### src/rtl/comma_inserter.sv
// Line-side alignment/idle/repeat-substitution inserter: bursts alignment words on link start,
// then forwards payload words with periodic alignment, idle fill and per-lane repeat substitution.
module comma_inserter #(
  parameter int unsigned LANES    = 2,
  parameter int unsigned PERIOD   = 256,
  parameter int unsigned BURST    = 4,
  parameter logic [7:0]  K_ALIGN  = 8'hBC,
  parameter logic [7:0]  K_IDLE   = 8'h7C,
  parameter logic [7:0]  K_REPEAT = 8'hFC
) (
  input  logic                 clk,
  input  logic                 rst_n,
  input  logic                 en,
  input  logic                 rep_en,
  input  logic [8*LANES-1:0]   in_data,
  input  logic                 in_valid,
  output logic                 in_ready,
  output logic [8*LANES-1:0]   tx_data,
  output logic [LANES-1:0]     tx_k,
  output logic                 running,
  output logic [15:0]          subst_cnt
);

  localparam int unsigned DW = 8 * LANES;
  localparam int unsigned PW = $clog2(PERIOD);
  localparam int unsigned BW = $clog2(BURST + 1);
  localparam int unsigned CW = 4;

  typedef enum logic [1:0] {S_OFF, S_BURST, S_RUN} state_t;

  state_t            state_q, state_d;
  logic [PW-1:0]     pcnt_q, pcnt_d;
  logic [BW-1:0]     bcnt_q, bcnt_d;
  logic [DW-1:0]     tx_data_d;
  logic [LANES-1:0]  tx_k_d;
  logic [DW-1:0]     hist_q, hist_d;
  logic [LANES-1:0]  hist_v_q, hist_v_d;
  logic [LANES-1:0]  subst_mask;
  logic [CW-1:0]     subst_num;
  logic [16:0]       subst_sum;
  logic [15:0]       subst_cnt_d;
  logic              pcnt_last;

  assign pcnt_last = (pcnt_q == PW'(PERIOD - 1));

  // Next-state, line word and repeat history
  always_comb begin
    state_d    = state_q;
    pcnt_d     = pcnt_q;
    bcnt_d     = bcnt_q;
    tx_data_d  = '0;
    tx_k_d     = '0;
    hist_d     = hist_q;
    hist_v_d   = hist_v_q;
    subst_mask = '0;
    in_ready   = 1'b0;

    if (!en) begin
      state_d = S_OFF;
      pcnt_d  = '0;
      bcnt_d  = '0;
    end else begin
      case (state_q)
        S_OFF: begin
          state_d = S_BURST;
          bcnt_d  = '0;
        end
        S_BURST: begin
          tx_data_d = {LANES{K_ALIGN}};
          tx_k_d    = '1;
          if (bcnt_q == BW'(BURST - 1)) begin
            state_d  = S_RUN;
            pcnt_d   = '0;
            bcnt_d   = '0;
            hist_v_d = '0;
          end else begin
            bcnt_d = bcnt_q + BW'(1);
          end
        end
        S_RUN: begin
          pcnt_d = pcnt_last ? '0 : pcnt_q + PW'(1);
          if (pcnt_last) begin
            tx_data_d = {LANES{K_ALIGN}};
            tx_k_d    = '1;
            hist_v_d  = '0;
          end else begin
            in_ready = 1'b1;
            if (in_valid) begin
              for (int i = 0; i < int'(LANES); i++) begin
                if (rep_en && hist_v_q[i] && (in_data[8*i +: 8] == hist_q[8*i +: 8])) begin
                  tx_data_d[8*i +: 8] = K_REPEAT;
                  tx_k_d[i]           = 1'b1;
                  subst_mask[i]       = 1'b1;
                end else begin
                  tx_data_d[8*i +: 8] = in_data[8*i +: 8];
                  hist_d[8*i +: 8]    = in_data[8*i +: 8];
                  hist_v_d[i]         = 1'b1;
                end
              end
            end else begin
              tx_data_d = {LANES{K_IDLE}};
              tx_k_d    = '1;
            end
          end
        end
        default: state_d = S_OFF;
      endcase
    end
  end

  // Saturating substitution counter, all lanes of a word added at once
  always_comb begin
    subst_num = '0;
    for (int i = 0; i < int'(LANES); i++) begin
      subst_num = subst_num + CW'(subst_mask[i]);
    end
    subst_sum   = 17'(subst_cnt) + 17'(subst_num);
    subst_cnt_d = subst_sum[16] ? 16'hFFFF : subst_sum[15:0];
  end

  always_ff @(posedge clk or negedge rst_n) begin
    if (!rst_n) begin
      state_q   <= S_OFF;
      pcnt_q    <= '0;
      bcnt_q    <= '0;
      hist_q    <= '0;
      hist_v_q  <= '0;
      tx_data   <= '0;
      tx_k      <= '0;
      running   <= 1'b0;
      subst_cnt <= '0;
    end else begin
      state_q   <= state_d;
      pcnt_q    <= pcnt_d;
      bcnt_q    <= bcnt_d;
      hist_q    <= hist_d;
      hist_v_q  <= hist_v_d;
      tx_data   <= tx_data_d;
      tx_k      <= tx_k_d;
      running   <= (state_d == S_RUN);
      subst_cnt <= subst_cnt_d;
    end
  end

endmodule

### config.mk
export PLATFORM = sky130hd
export DESIGN_NAME = comma_inserter
export DESIGN_NICKNAME = d
export VERILOG_FILES = /design/src/rtl/comma_inserter.sv
export SDC_FILE = /design/constraint.sdc
export NUM_CORES = 1
export LEC_CHECK = 0
export CAP_MARGIN = 20
export CORE_MARGIN = 2
export CORE_UTILIZATION = 45
export CTS_CLUSTER_DIAMETER = 50
export DETAILED_ROUTE_END_ITERATION = 10
export PLACE_DENSITY = 0.75
export SLEW_MARGIN = 20
export SYNTH_ARGS = -nofsm -noshare
export SYNTH_HDL_FRONTEND = slang
export SYNTH_SLANG_ARGS = --single-unit
### constraint.sdc
create_clock -name clk -period 3.2 [get_ports clk]
set_input_delay 0.32 -clock clk [delete_from_list [all_inputs] [get_ports clk]]
set_output_delay 0.32 -clock clk [all_outputs]
set_load 0.02 [all_outputs]
## Word-level counts from Yosys, hierarchy flattened

Index checks and enable logic that the tools add are counted.

| operators by class | value |
|---|---|
| $add $sub $neg | 4 |
| equality and inequality tests | 14 |
| multiplexer cells | 36 |
| bitwise logic cells | 3 |
| reductions and logical operators | 11 |

Operators with widths:

| cell | count |
|---|---|
| two-way mux 16 bit | 4 |
| two-way mux 8 bit | 5 |
| one-hot mux 16 bit (2 select lines) | 1 |
| two-way mux 2 bit | 12 |
| AND reduction 5 bit | 4 |
| adder 16 x 2 -> 17 bit | 1 |
| == test 8 bit | 2 |
| one-hot mux 8 bit (2 select lines) | 1 |
| != test 3 bit (second input constant) | 4 |
| adder 8 x 1 -> 8 bit (second input constant) | 1 |
| == test 8 bit (second input constant) | 1 |
| one-hot mux 2 bit (2 select lines) | 2 |
| two-way mux 1 bit | 7 |
| two-way mux 3 bit | 2 |
| != test 3 x 1 -> 1 bit (second input constant) | 2 |
| one-hot mux 2 bit (3 select lines) | 1 |
| one-hot mux 3 bit (2 select lines) | 1 |
| == test 2 bit (second input constant) | 2 |
| logical AND 1 bit | 4 |
| adder 3 x 1 -> 3 bit (second input constant) | 1 |
| == test 3 x 2 -> 1 bit (second input constant) | 1 |
| NOT 1 bit | 3 |
| adder 1 x 1 -> 2 bit | 1 |
| == test 2 x 1 -> 1 bit (second input constant) | 1 |
| 4 further kinds | 4 |

| word-level totals | value |
|---|---|
| flip-flop bits (word level) | 66 |
| bits of input ports | 21 |
| output and inout bits | 36 |
| logic and storage cells | 79 |

## Logic depth before layout (Yosys ltp)

Gate-level depths: netlist of run 1.

| depth | value |
|---|---|
| word-level depth | 10 |
| depth in mapped cells | 14 |
| mapped depth without buffers | 12 |

## Worst setup path before layout of run 1

No wires, ideal clock.

| timing | value |
|---|---|
| path kind | register to register |
| start point | register pcnt_q[0] |
| end point | register subst_cnt[10] |
| library setup time | 0.068 ns |
| arrival time | 3.089 ns |
| data required time | 3.132 ns |
| path slack | 0.044 ns |
| stages on the path, launching flop included | 14 |
| buffers on the path | 2 |
| clock period less this slack | 3.156 ns |
| path through | dfrtp_1 -> ha_1 -> and3_1 -> clkbuf_1 -> a21oi_1 -> and2_1 -> nand4_1 -> fa_1 -> inv_1 -> ha_1 -> and2_1 -> nand4_1 -> clkbuf_1 -> nand2_1 |

| between the ends | value |
|---|---|
| cells in the longest elaborated chain, start to end | 7 |

RTL lines:

| what | RTL line | RTL |
|---|---|---|
| start, declared | 32 | `logic [PW-1:0] pcnt_q, pcnt_d;` |
| start signal, assigned | 134 | `pcnt_q <= pcnt_d;` |
| == test 8 bit | 44 | `assign pcnt_last = (pcnt_q == PW'(PERIOD - 1));` |
| two-way mux 2 bit | 82 | `if (pcnt_last) begin` |
| two-way mux 2 bit | 63 | `case (state_q)` |
| two-way mux 2 bit | 58 | `if (!en) begin` |
| adder 1 x 1 -> 2 bit | 115 | `subst_num = subst_num + CW'(subst_mask[i]);` |
| adder 16 x 2 -> 17 bit | 117 | `subst_sum = 17'(subst_cnt) + 17'(subst_num);` |
| two-way mux 16 bit | 118 | `subst_cnt_d = subst_sum[16] ? 16'hFFFF : subst_sum[15:0];` |
| net subst_cnt_d[10] | 41 | `logic [15:0] subst_cnt_d;` |
| end signal, assigned | 141 | `subst_cnt <= subst_cnt_d;` |
| end, declared | 21 | `output logic [15:0] subst_cnt` |

The timed path passes the listed nets, and every way through them passes these cells.
A chain may end at the register's enable or synchronous reset.

## Final worst setup path of run 1

| timing | value |
|---|---|
| start point | register pcnt_q[0] |
| end point | register subst_cnt[15] |

Same word-level chain as after synthesis.

==> impl_metrics.py, run 1 <==
metrics = {
    "sta": {
        "setup_tns_ps": 0,
        "hold_violations": 42,
        "tightest_slew_ps": 871,
        "hold_ws_ps": -50.2,
        "fin_crit_ps": 2910,
        "maxSlewViolCount": 0,
        "timing.fmax_mhz": 344,
        "finalSetupViolations": 0,
        "finalCritPeriodShare_pct": 90.9,
        "clock_skew_ps": 9.45,
        "max_slew_margin_pct": 41.3,
        "rsz0062_at_grt": "no",
    },
    "pwr": {
        "p_int_mw": 1.28,
        "finalPower_mw": 1.69,
        "p_switching_mw": 0.402,
        "vdd_drop_max_uv": 280,
        "power.density_nw_per_um2": 407,
        "switching_share_pct": 23.8,
        "leakage_nw": 2.03,
        "pwr-share-seq_pct": 50.6,
        "clkPwrFrac_pct": 41.3,
        "combPwrFrac_pct": 8.1,
    },
    "placed_design": {
        "gp_congestion": 0.882,
        "portBuffers": 56,
        "place_area_um2": 3940,
        "dp_hpwl_um": 5320,
    },
    "routing": {
        "vias": 2546,
        "routed_wirelength_um": 7350,
        "remaining_drc_errors": 0,
        "viasPerCell": 5.45,
        "detail_route.first_pass.iterations": 4,
        "ant_nets": 0,
        "wire_per_inst_um": 15.7,
        "first_iter_violations": 105,
    },
    "clock_network": {
        "cts_resized": 0,
        "cts.path.max_buffers": 2,
        "cts.clk_slew.worst_paths_ps": 80,
        "cts.sinks": 66,
        "tritoncts": "yes",
        "cts_buffers": 9,
        "cts-root-buf": "clkbuf_8",
        "clock_latency_ps": 350,
        "cts_htree_levels": 3,
    },
    "logic_synthesis": {
        "yosys_register_bits": 66,
        "synthTopCellsByCount": "dfrtp_1 (66), nand2_1 (33), xor2_1 (22), nand3_1 (19), mux2_2 (14)",
        "yosys_warnings": 0,
        "syn_nets": 328,
        "yosysTopAreaCellShare_pct": 51.0,
        "synthCells": 299,
        "synth-edff-count": 0,
        "synth_top_area_cell": "dfrtp_1",
        "synth_seq_area_share_pct": 51.0,
        "synth_cell_types": 49,
        "synth-async-reset-ratio_pct": 100,
        "synth_area_um2": 3240,
        "syn_avg_cell_area_um2": 10.8,
        "synth_most_common_cell": "dfrtp_1",
        "synth_ff_type": "dfrtp_1",
        "synth_area_leaders": "dfrtp_1 (51%), xor2_1 (6.0%), mux2_2 (4.9%)",
    },
    "floorplan": {
        "die_area_um2": 7890,
        "coreArea_um2": 6870,
        "die_y_um": 88.8,
        "ios": 57,
        "rows": 30,
        "initial_core_util_pct": 47.1,
        "dieWidth_um": 88.8,
    },
    "setup_path": {
        "r2r_slack_ps": 290,
        "path_class": "reg -> reg",
        "cp.required_ps": 3430,
        "critical_path_depth": 10,
        "worstPathMaxFanout": 7,
        "endpoint_kind": "register",
        "r2r.worst_path.cells": 10,
        "cp.arrival_ps": 3140,
        "cp.buffers_inverters": 0,
        "path_delay_family": "simple AND/OR/NAND/NOR gates",
        "cpPeakStageDelay_ps": 460,
        "reg2reg_from": "pcnt_q[0]",
        "worstReg2RegEnd": "subst_cnt[15]",
        "crit_path_top_delay_cell": "fa_1",
        "worstSetupStartpointType": "register",
        "path_cells": "ha_1 -> and3_1 -> a21oi_1 -> and2_1 -> nand4_1 -> fa_1 -> nor2b_1 -> and3_1 -> nand4_1 -> mux2_2",
    },
    "global_route": {
        "grt_antenna_before_repair": 0,
        "grt_start_max_net_pins": 45,
        "overflow": 0,
        "grt.total_usage_pct": 20.3,
        "grt_pass1_vias": 2503,
        "grt_pass1_wl_um": 12100,
    },
    "flow_run": {
        "cap_violations": 0,
    },
    "hold_path": {
        "hold_class": "in -> async",
    },
    "run_status": {
        "outcome": "complete, but fails checks",
        "violations": "negative hold slack",
    },
    "cells_and_area": {
        "nets": 395,
        "drive_gt1_share_pct": 12.4,
        "antennaDiodeCount": 0,
        "fin_area_um2": 4140,
        "area_growth_syn_to_layout_pct": 27.9,
    },
}
==> worst register-to-register path: stages, from the launching register on <==
cell and delay [ps]:
dfrtp_1 410, ha_1 250, and3_1 270, a21oi_1 220, and2_1 220, nand4_1 160, fa_1 460, nor2b_1 170
and3_1 230, nand4_1 110, mux2_2 290
==> placed cells by master (no fill, tap or decap), types with 9 or more instances in the layout <==
| cell | n |
|---|---|
| nand2_1 | 33 |
| mux2_2 | 14 |
| nand3_1 | 19 |
| a21oi_1 | 10 |
| nand4_1 | 10 |
| inv_1 | 9 |
| buf_4 | 12 |
| dfrtp_1 | 66 |
| clkbuf_8 | 10 |
| nor2_1 | 9 |
| and3_1 | 13 |
| xor2_1 | 22 |
| clkdlybuf4s50_1 | 55 |
==> worst max path at each step <==
stage	startpoint	end
after floorplan	pcnt_q[0]	subst_cnt[10]
after global placement	in_data[15]	subst_cnt[14]
after detailed placement	in_data[15]	subst_cnt[5]
after CTS	pcnt_q[0]	subst_cnt[5]
after global routing	pcnt_q[0]	subst_cnt[14]
final	pcnt_q[0]	subst_cnt[15]
==> sequential cells by signal, summed over array words and instances, names as in the netlist <==
| name | cells |
|---|---|
| hist_q | 16 |
| subst_cnt | 16 |
| tx_data | 16 |
| pcnt_q | 8 |
| bcnt_q | 3 |
| hist_v_q | 2 |
| state_q | 2 |
| tx_k | 2 |
| running | 1 |
==> timing repair <==
item | 4_1_cts | 5_1_grt
hold buffers | 0 | 0
endpoints found under the setup margin | 0 | 1
setup buffers | 0 | 1
==> logic make-up after synthesis <==
group	count (synthesis)	synth area share (%)
AO/OA/AOI/OAI	47	10.5
multiplexers	20	6.80
AND/OR/NAND/NOR	112	18.7
buffers and inverters	20	2.70
adder cells (fa/ha/maj)	8	3.32
flip-flops	66	51.0
XOR/XNOR	26	7.03
==> power groups by stage <==
stage               combinational [mW]  clock (mW)  sequential, mW
floorplan                       0.0528           0           0.875
global placement                 0.134           0           0.869
detailed placement               0.136           0           0.869
CTS                              0.137       0.709           0.853
global route                     0.152       0.742           0.854
finish                           0.137       0.696           0.853
==> per-stage QoR <==
stage	hold slack, ps	std cells	setup slack, ps	util [%]
final	-50.2	467	292	60.3
after floorplan	24.4	299	43.8	-
after CTS	160	466	261	60.1
after detailed placement	488	450	143	57.3
after global routing	10.0	467	76.5	60.3
after global placement	483	450	213	57.3
==> layout make-up <==
type / instances / area [um2]
fillers: 587 / 2730
inverters: 9 / 33.8
clock inverters: 5 / 53.8
repair buffers: 67 / 641
multi-input cells: 213 / 1500
well taps: 96 / 120
flip-flops and latches: 66 / 1650
clock buffers: 11 / 141
==> metal layers <==
metal | GRT usage, % | up-vias | wire, um
met4 | 9.92 | 0 | 122
li1 | - | 1201 | -
met5 | 0 | - | 0
met1 | 26.4 | 1251 | 3220
met3 | 3.64 | 11 | 383
met2 | 32.7 | 83 | 3630
Note: power is estimated with default switching activity, not from simulation.
==> inputs of run 2 (changes only) <==
--- a/config.mk
+++ b/config.mk
@@ -11,6 +11,8 @@
 export CTS_CLUSTER_DIAMETER = 50
 export DETAILED_ROUTE_END_ITERATION = 10
 export PLACE_DENSITY = 0.75
+export REMOVE_ABC_BUFFERS = 1
+export SETUP_SLACK_MARGIN = 0.1
 export SLEW_MARGIN = 20
 export SYNTH_ARGS = -nofsm -noshare
 export SYNTH_HDL_FRONTEND = slang
==> run 2 against run 1 <==
The run still ends with negative hold slack left. Core utilization about the same. Sequential power about the same. Non-clock buffer count up 1. Maximum frequency up 2.0%. Total power down 1.7%. Register-to-register slack better by 60 ps. Routed wire length down 1.9%. Final cell count up 0.21%. Flip-flop and latch count unchanged. Global-route usage down 0.67 points. Via count down 0.86%. Final area about the same.
==> impl_metrics.py, run 2 (synthesized netlist as in run 1, its figures left out) <==
metrics = {
    "run_status": {
        "outcome": "complete, but fails checks",
        "violations": "negative hold slack",
    },
    "routing": {
        "routed_wirelength_um": 7210,
        "viasPerCell": 5.39,
        "remaining_drc_errors": 0,
        "wire_per_inst_um": 15.4,
        "ant_nets": 0,
        "vias": 2524,
        "detail_route.first_pass.iterations": 4,
        "first_iter_violations": 137,
    },
    "clock_network": {
        "cts-root-buf": "clkbuf_8",
        "cts_resized": 0,
        "postCtsSetupBuffers": 0,
        "clock_latency_ps": 340,
        "tritoncts": "yes",
        "cts.sinks": 66,
        "cts_htree_levels": 3,
        "hold_buffers": 0,
        "cts.path.max_buffers": 2,
        "cts_buffers": 9,
        "cts.clk_slew.worst_paths_ps": 70,
    },
    "setup_path": {
        "worstSetupStartpointType": "register",
        "reg2reg_from": "pcnt_q[0]",
        "worstPathMaxFanout": 10,
        "cp.arrival_ps": 3130,
        "r2r_slack_ps": 350,
        "r2r.worst_path.cells": 12,
        "cpPeakStageDelay_ps": 450,
        "path_class": "reg -> reg",
        "crit_path_top_delay_cell": "fa_1",
        "endpoint_kind": "register",
        "cp.required_ps": 3480,
        "worstReg2RegEnd": "subst_cnt[2]",
        "path_cells": "ha_1 -> and3_1 -> a21oi_2 -> and2_1 -> nand4_1 -> fa_1 -> inv_1 -> ha_1 -> and2_1 -> nand4_1 -> buf_4 -> nand2_1",
    },
    "global_route": {
        "grt_pass1_vias": 2513,
        "grt_start_max_net_pins": 48,
        "grt_antenna_before_repair": 0,
        "overflow": 0,
        "grt.total_usage_pct": 19.6,
        "grt_pass1_wl_um": 11600,
    },
    "sta": {
        "hold_ws_ps": -8.07,
        "finalCritPeriodShare_pct": 89.1,
        "fin_crit_ps": 2850,
        "timing.fmax_mhz": 351,
        "clock_skew_ps": 4.94,
        "max_slew_margin_pct": 45.3,
        "rsz0062_at_grt": "no",
        "setup_tns_ps": 0,
        "maxSlewViolCount": 0,
        "finalSetupViolations": 0,
        "hold_violations": 16,
        "tightest_slew_ps": 812,
    },
    "floorplan": {
        "dieWidth_um": 88.8,
        "die_y_um": 88.8,
        "initial_core_util_pct": 47.1,
        "die_area_um2": 7890,
        "ios": 57,
        "rows": 30,
        "coreArea_um2": 6870,
    },
    "pwr": {
        "clkPwrFrac_pct": 40.2,
        "combPwrFrac_pct": 8.3,
        "leakage_nw": 2.03,
        "power.density_nw_per_um2": 400,
        "p_switching_mw": 0.394,
        "finalPower_mw": 1.66,
        "vdd_drop_max_uv": 210,
        "p_int_mw": 1.26,
        "pwr-share-seq_pct": 51.5,
        "switching_share_pct": 23.8,
    },
    "cells_and_area": {
        "final_cell_mix": "dfrtp_1 (66), clkdlybuf4s50_1 (55), nand2_1 (33), xor2_1 (22), nand3_1 (19)",
        "reg_top3": "hist_q: 16 flops, subst_cnt: 16 flops, tx_data: 16 flops",
        "antennaDiodeCount": 0,
        "seqCellArea_um2": 1650,
        "final_common_cell": "dfrtp_1",
        "drive_gt1_share_pct": 12.6,
        "nets": 396,
        "fillers": 589,
        "multi_input_area_um2": 1500,
        "area_growth_syn_to_layout_pct": 27.9,
    },
    "flow_run": {
        "cap_violations": 0,
    },
    "hold_path": {
        "hold_class": "in -> async",
    },
    "placed_design": {
        "gp_congestion": 0.891,
        "dp_hpwl_um": 5270,
        "portBuffers": 56,
    },
}
run 2: cell types whose count changed in the layout (fill, tap and decap cells not counted), sizes merged:
| cell | change |
|---|---|
| buf | +1 |
| clkinv | -2 |
| clkinvlp | +2 |
run 2: power groups by stage:
| stage | clock [mW] | sequential, mW | combinational [mW] |
|---|---|---|---|
| after global routing | 0.715 | 0.854 | 0.151 |
| after global placement | 0 | 0.869 | 0.135 |
| after CTS | 0.683 | 0.854 | 0.138 |
| final | 0.666 | 0.854 | 0.137 |
| after detailed placement | 0 | 0.869 | 0.137 |
| after floorplan | 0 | 0.875 | 0.0499 |
run 2: area by class of cell:
class                      instances  share of cell area (%)
sequential                        66                    39.9
multi-input combinational        213                    36.3
timing repair buffer              68                    15.6
clock buffer                      11                    3.17
tap                               96                    2.90
clock inverter                     5                    1.33
inverter                           9                   0.815
run 2: critical path: cells and delay by family (launching register included):
kind,cells,cell delay [ps]
AO/OA/AOI/OAI,1,190
adder cells (fa/ha/maj),3,840
buffers and inverters,2,290
flip-flops,1,420
AND/OR/NAND/NOR,6,1050
run 2: per-layer routing:
metal / GRT usage [%] / up-vias / part of all wire, %
li1: - / 1204 / -
met1: 25.6 / 1238 / 45
met2: 30.9 / 67 / 49
met4: 8.82 / 0 / 1.7
met5: 0 / - / 0
met3: 4.94 / 15 / 4.5
run 2: worst max-delay path by stage:
stage	slack, ps	end	depth (start not counted)	start
CTS	280	subst_cnt[9]	12	pcnt_q[0]
global route	160	subst_cnt[9]	12	pcnt_q[0]
detailed placement	140	subst_cnt[9]	11	in_data[7]
global placement	210	subst_cnt[14]	10	in_data[7]
finish	350	subst_cnt[2]	12	pcnt_q[0]
floorplan	30	subst_cnt[13]	12	state_q[0]
run 2: stage by stage:
step | area (um2) | std cells | util [%] | worst slack (ps) | hold WS [ps]
5_1_grt | 4140 | 468 | 60.3 | 156 | 29.5
6_report | 4140 | 468 | 60.3 | 350 | -8.07
3_5_place_dp | 3950 | 452 | 57.5 | 139 | 490
3_3_place_gp | 3950 | 452 | 57.5 | 208 | 484
4_1_cts | 4140 | 468 | 60.2 | 284 | 192
2_1_floorplan | 3180 | 288 | - | 31.1 | 24.4
